## src/rtl/branch_history_predict_pkg.sv

```systemverilog
// Shared opcode definitions for the branch history predictor.
// Holds the instruction-class enum, MIPS opcode constants used by the
// fetch-stage decoder, and the counter reset-value helper.
package branch_history_predict_pkg;

  typedef enum logic [1:0] {
    CLS_JUMP   = 2'd0,
    CLS_BRANCH = 2'd1,
    CLS_OTHER  = 2'd2
  } instr_class_e;

  localparam logic [5:0] OP_REGIMM = 6'h01;
  localparam logic [5:0] OP_J      = 6'h02;
  localparam logic [5:0] OP_JAL    = 6'h03;
  localparam logic [5:0] OP_BEQ    = 6'h04;
  localparam logic [5:0] OP_BNE    = 6'h05;
  localparam logic [5:0] OP_BLEZ   = 6'h06;
  localparam logic [5:0] OP_BGTZ   = 6'h07;

  // Weakly-not-taken: one below the midpoint (01 for a 2-bit counter).
  function automatic int unsigned ctr_reset_value(input int unsigned bits);
    return (32'd1 << (bits - 32'd1)) - 32'd1;
  endfunction

endpackage

```

## src/rtl/branch_history_predict_bht_table.sv

```systemverilog
// bht_table: array of saturating direction counters.
// Ports:
//   clk, reset     - clock, asynchronous active-low reset
//   rd_idx/rd_cnt  - asynchronous lookup port
//   wr_en, wr_idx, wr_taken - saturating increment (taken) / decrement
// Optional feature: BHT_BYPASS_EN forwards a same-cycle same-index update
// to the read port.
module bht_table
  import branch_history_predict_pkg::*;
#(
  parameter int unsigned INDEX_BITS   = 6,
  parameter int unsigned COUNTER_BITS = 2
) (
  input  logic                    clk,
  input  logic                    reset,
  input  logic [INDEX_BITS-1:0]   rd_idx,
  output logic [COUNTER_BITS-1:0] rd_cnt,
  input  logic                    wr_en,
  input  logic [INDEX_BITS-1:0]   wr_idx,
  input  logic                    wr_taken
);

  localparam int unsigned ENTRIES = 32'd1 << INDEX_BITS;
  localparam logic [COUNTER_BITS-1:0] CNT_RST = COUNTER_BITS'(ctr_reset_value(COUNTER_BITS));
  localparam logic [COUNTER_BITS-1:0] CNT_ONE = COUNTER_BITS'(1);

  logic [COUNTER_BITS-1:0] cnt [ENTRIES];
  logic [COUNTER_BITS-1:0] wr_cur;
  logic [COUNTER_BITS-1:0] wr_next;

  always_comb begin
    wr_cur  = cnt[wr_idx];
    wr_next = wr_cur;
    if (wr_taken) begin
      if (wr_cur != '1) wr_next = wr_cur + CNT_ONE;
    end else begin
      if (wr_cur != '0) wr_next = wr_cur - CNT_ONE;
    end
  end

  always_ff @(posedge clk or negedge reset) begin
    if (!reset) begin
      for (int unsigned i = 0; i < ENTRIES; i++) cnt[i] <= CNT_RST;
    end else if (wr_en) begin
      cnt[wr_idx] <= wr_next;
    end
  end

`ifdef BHT_BYPASS_EN
  // Forwarding is suppressed while reset is low so the lookup shows the
  // reset value rather than an update that will be discarded.
  always_comb begin
    rd_cnt = cnt[rd_idx];
    if (reset && wr_en && (wr_idx == rd_idx)) rd_cnt = wr_next;
  end
`else
  always_comb begin
    rd_cnt = cnt[rd_idx];
  end
`endif

endmodule

```

## src/rtl/branch_history_predict.sv

```systemverilog
// branch_history_predict: fetch-stage branch predictor with a bimodal BHT.
// Ports:
//   clk, reset (async active-low), en (gates all state updates)
//   cur_pc, cur_instr           - instruction being predicted
//   update_valid/pc/taken       - resolved-branch training
//   miss                        - misprediction pulse for statistics
//   pred_pc, pred_taken         - combinational prediction
//   miss_count                  - saturating misprediction count
// Optional feature: BHT_BYPASS_EN (same-cycle update forwarding in bht_table).
module branch_history_predict
  import branch_history_predict_pkg::*;
#(
  parameter int unsigned INDEX_BITS   = 6,
  parameter int unsigned COUNTER_BITS = 2,
  parameter int unsigned STAT_BITS    = 16
) (
  input  logic                 clk,
  input  logic                 reset,
  input  logic                 en,
  input  logic [31:0]          cur_pc,
  input  logic [31:0]          cur_instr,
  input  logic                 update_valid,
  input  logic [31:0]          update_pc,
  input  logic                 update_taken,
  input  logic                 miss,
  output logic [31:0]          pred_pc,
  output logic                 pred_taken,
  output logic [STAT_BITS-1:0] miss_count
);

  localparam logic [STAT_BITS-1:0] STAT_ONE = STAT_BITS'(1);

  logic [COUNTER_BITS-1:0] rd_cnt;
  logic [31:0]             pc_plus4;
  logic [31:0]             jump_target;
  logic [31:0]             branch_target;
  logic [5:0]              opcode;
  instr_class_e            instr_class;
  logic                    unused_update_pc_bits;

  assign unused_update_pc_bits = ^{update_pc[31:INDEX_BITS+2], update_pc[1:0]};

  bht_table #(
    .INDEX_BITS   (INDEX_BITS),
    .COUNTER_BITS (COUNTER_BITS)
  ) u_bht (
    .clk      (clk),
    .reset    (reset),
    .rd_idx   (cur_pc[INDEX_BITS+1:2]),
    .rd_cnt   (rd_cnt),
    .wr_en    (en && update_valid),
    .wr_idx   (update_pc[INDEX_BITS+1:2]),
    .wr_taken (update_taken)
  );

  always_comb begin
    opcode        = cur_instr[31:26];
    pc_plus4      = cur_pc + 32'd4;
    jump_target   = {pc_plus4[31:28], cur_instr[25:0], 2'b00};
    branch_target = pc_plus4 + {{14{cur_instr[15]}}, cur_instr[15:0], 2'b00};

    case (opcode)
      OP_J, OP_JAL:                                   instr_class = CLS_JUMP;
      OP_BEQ, OP_BNE, OP_BLEZ, OP_BGTZ, OP_REGIMM:    instr_class = CLS_BRANCH;
      default:                                        instr_class = CLS_OTHER;
    endcase

    pred_taken = 1'b0;
    pred_pc    = pc_plus4;
    case (instr_class)
      CLS_JUMP: begin
        pred_taken = 1'b1;
        pred_pc    = jump_target;
      end
      CLS_BRANCH: begin
        pred_taken = rd_cnt[COUNTER_BITS-1];
        pred_pc    = rd_cnt[COUNTER_BITS-1] ? branch_target : pc_plus4;
      end
      default: begin
        pred_taken = 1'b0;
        pred_pc    = pc_plus4;
      end
    endcase
  end

  always_ff @(posedge clk or negedge reset) begin
    if (!reset) begin
      miss_count <= '0;
    end else if (en && miss && (miss_count != '1)) begin
      miss_count <= miss_count + STAT_ONE;
    end
  end

endmodule

```

## config.mk

```make
export PLATFORM = sky130hd
export DESIGN_NAME = branch_history_predict
export DESIGN_NICKNAME = d
export VERILOG_FILES = /design/src/rtl/branch_history_predict_pkg.sv /design/src/rtl/branch_history_predict_bht_table.sv /design/src/rtl/branch_history_predict.sv
export SDC_FILE = /design/constraint.sdc
export NUM_CORES = 1
export LEC_CHECK = 0
export ABC_AREA = 1
export BUFFER_PORTS_ARGS = -buffer_cell sky130_fd_sc_hd__buf_2
export CORE_MARGIN = 3
export CORE_UTILIZATION = 60
export DETAILED_ROUTE_END_ITERATION = 7
export PLACE_DENSITY = 0.84
export SKIP_LAST_GASP = 1
export SLEW_MARGIN = 15
export SYNTH_ARGS = -nofsm -noshare
export SYNTH_HDL_FRONTEND = slang
export SYNTH_SLANG_ARGS = --single-unit
```

## constraint.sdc

```tcl
create_clock -name clk -period 10 [get_ports clk]
set_clock_uncertainty 0.2 [all_clocks]
set_input_delay 2 -clock clk [delete_from_list [all_inputs] [get_ports clk]]
set_output_delay 2 -clock clk [all_outputs]
set_load 0.01 [all_outputs]
```

==> metrics.txt <==
Worst Hold End=u_bht.cnt[74]$_DFFE_PN1P_; Syn Nets=2,297; first-pass GRT wire length=66.0 mm; Levels on crit path=18; reg-to-reg endpoint=u_bht.cnt[39]$_DFFE_PN0P_; clk sinks=144; Avg WL per Cell=16.4 µm; Cell Rows=52; sum of negative setup slack=0 ns; pin slew with the least headroom to its limit=1.08 ns; effective utilization at floorplan=61.5%; top post-synthesis cells by area=nand2_1, dfrtp_1, dfstp_2; Yosys top cell area share=32.5%; Layout Cells excl Fill=2,526; Inserted Diodes=0; kind of critical path=input port to output port; most frequent cell on the critical path=nand2_1; fin crit period=8.30 ns; Chip Width=150 µm; critical path required time=7.80 ns; worst reg2reg path startpoint=u_bht.cnt[56]$_DFFE_PN1P_; Slew HR=27.8%; sequential fraction of the synthesis area=29.4%; worst reg-to-reg path cell count=15; hold depth=2; Yosys top cell by area=nand2_1; number of remaining DRC errors=0; synth-to-layout area growth=10.3%; fin nets=2,386; Root Driver=clkbuf_16; Max Fclk=120 MHz; Buf/Inv on CP=4; Die Height=150 µm; Die Area=0.0226 mm²; Hold-fix buffers, CTS=0; Clock Latency Late Sink=0.43 ns; total gr overflow=0; Post-synth top cells=nand2_1, inv_1, nand3_1; crit path from=cur_pc[3]; number of synthesized flops with an enable pin=0; Seq cells post-synth=144; Final Hold Fails=0; Critical Path Start Type=input port; post-synthesis cell type count=41; fillers=1,868; crit-path max cell delay=0.62 ns; Initial DRC Count=1,770; vias=14,200; Num CTS Buffers=17; final cycle utilization of the critical path=83.0%; critical path arrival=6.10 ns; dpl hpwl=29.6 mm; worst hold path class=flop to flop; Clock Path Buffers=2; Gate Count Post-Synth=2,154; clock-pin slew on the worst setup and hold paths=0.06 ns; CP endpoint kind=output port; Pwr Density=125 mW/mm²; Post-Syn Area=0.0125 mm²; final setup violation count=0; status=finished clean; CP Max Fanout=14; footprint of the multi-input gates=0.00752 mm²; Top FF cell, synth=dfrtp_1; initial antenna violation count=0; post-DR vias/cell=5.61; RSZ-0062 raised after global routing=false; CP cell instances=buf_2, ha_1, nand3_1, nor2_1, and3_1, xnor2_1, inv_1, ha_1, nand2_1, nor2_1, nand2_1, o21ai_0, a21oi_1, nand2_1, nand4_1, nand2_1, inv_1, buf_2; IO buf count=124; layout cell share with drive strength beyond 1=10.9%; IO Pins=151; Leak Pwr=7.52 nW; Placed Instances=2,494; ys async rst share=100%; CTS H-tree depth=4; Yosys Warn Count=0; slowest CP cell=o21ai_0; number of global-route vias before repair=13,200; GPL Wtd Cong=1.02; first drt pass iteration count=8; MaxCap Viol Count=0; largest net degree at the start of global routing=78; count leader, synth=nand2_1; register-to-register setup slack=7.16 ns; cts repair resizes=0; Synth Area per Inst=5.82 µm²; maximum vdd drop=0.000143 V; Detailed Route WL=41.6 mm; fin. max-slew vios=0; CP delay by family, top=simple AND/OR/NAND/NOR gates; postcts setup bufs=0; Post-DRT Antenna Nets=0; CTS tree=yes; Seq. cell area=0.00368 mm²; Hold Crit Start=u_bht.cnt[74]$_DFFE_PN1P_; core area=0.0204 mm²; Overall Global Routing Usage=36.8%
[kinds of logic after synthesis]
logic type,after synthesis,synth area share (%)
AOI/OAI and AO/OA,95,4.12
xor gates and xnor gates,47,3.29
adders and majority gates,41,4.16
buffers and inverters,324,10.6
DFF,144,29.4
and+or+nand+nor,1503,48.5
[state kept, by name, indices dropped and copies added, names as in the netlist]
signal,flops
u_bht.cnt,128
miss_count,16
[cell usage in the layout (no fill, tap or decap), types with 17 or more instances in the layout]
cell type,Yosys,layout
nand2_1,1085,1085
inv_1,252,252
nand3_1,172,171
nor2_1,147,147
buf_2,30,123
dfrtp_1,80,80
dfstp_2,64,64
nor3_1,49,49
o21ai_0,40,40
ha_1,40,40
a21oi_1,39,39
xor2_1,26,26
nand4_1,22,22
xnor2_1,21,21
clkbuf_16,0,17
[final cells by class]
cell class | count | area share [%]
Sequential cell | 144 | 26.6
Tap cell | 270 | 2.44
Clock inverter | 14 | 1.18
Inverter | 258 | 7.01
Timing Repair Buffer | 136 | 5.19
Multi-Input combinational cell | 1686 | 54.4
Clock buffer | 18 | 3.10
[worst reg2reg max path, delay by kind of cell (launching register included)]
family | cells | cell delay, ns
AND/OR/NAND/NOR | 13 | 1.42
buffers and inverters | 2 | 0.64
flip-flops | 1 | 0.53
[stage by stage]
step	utilization, %	worst slack [ns]	cell area (µm²)	hold slack [ns]	power [mW]
floorplan	-	3.32	12500	0.247	0.936
global placement	65.0	1.93	13200	0.253	1.07
detailed placement	65.0	1.87	13200	0.255	1.08
CTS	67.9	1.85	13800	0.266	1.72
global route	67.9	1.51	13800	0.276	1.80
finish	67.9	1.70	13800	0.265	1.73
[how the worst max path moves through the flow]
| stage | to | slack [ns] |
|---|---|---|
| detailed placement | pred_pc[31] | 1.87 |
| finish | pred_pc[31] | 1.70 |
| CTS | pred_pc[31] | 1.85 |
| global route | pred_pc[31] | 1.51 |
| floorplan | pred_pc[30] | 3.32 |
| global placement | pred_pc[31] | 1.93 |
[where the power goes]
part / switching, mW / internal (mW)
clock: 0.289 / 0.357
combinational: 0.287 / 0.132
sequential: 0.0277 / 0.633
[routing by layer]
layer	up-vias	global-route usage (%)	part of all wire, %
met4	0	11.8	2.6
met2	729	58.7	46
met3	107	6.80	10
met5	-	0	0
met1	6514	50.9	42
li1	6817	-	-
(Power assumes the default switching activity.)
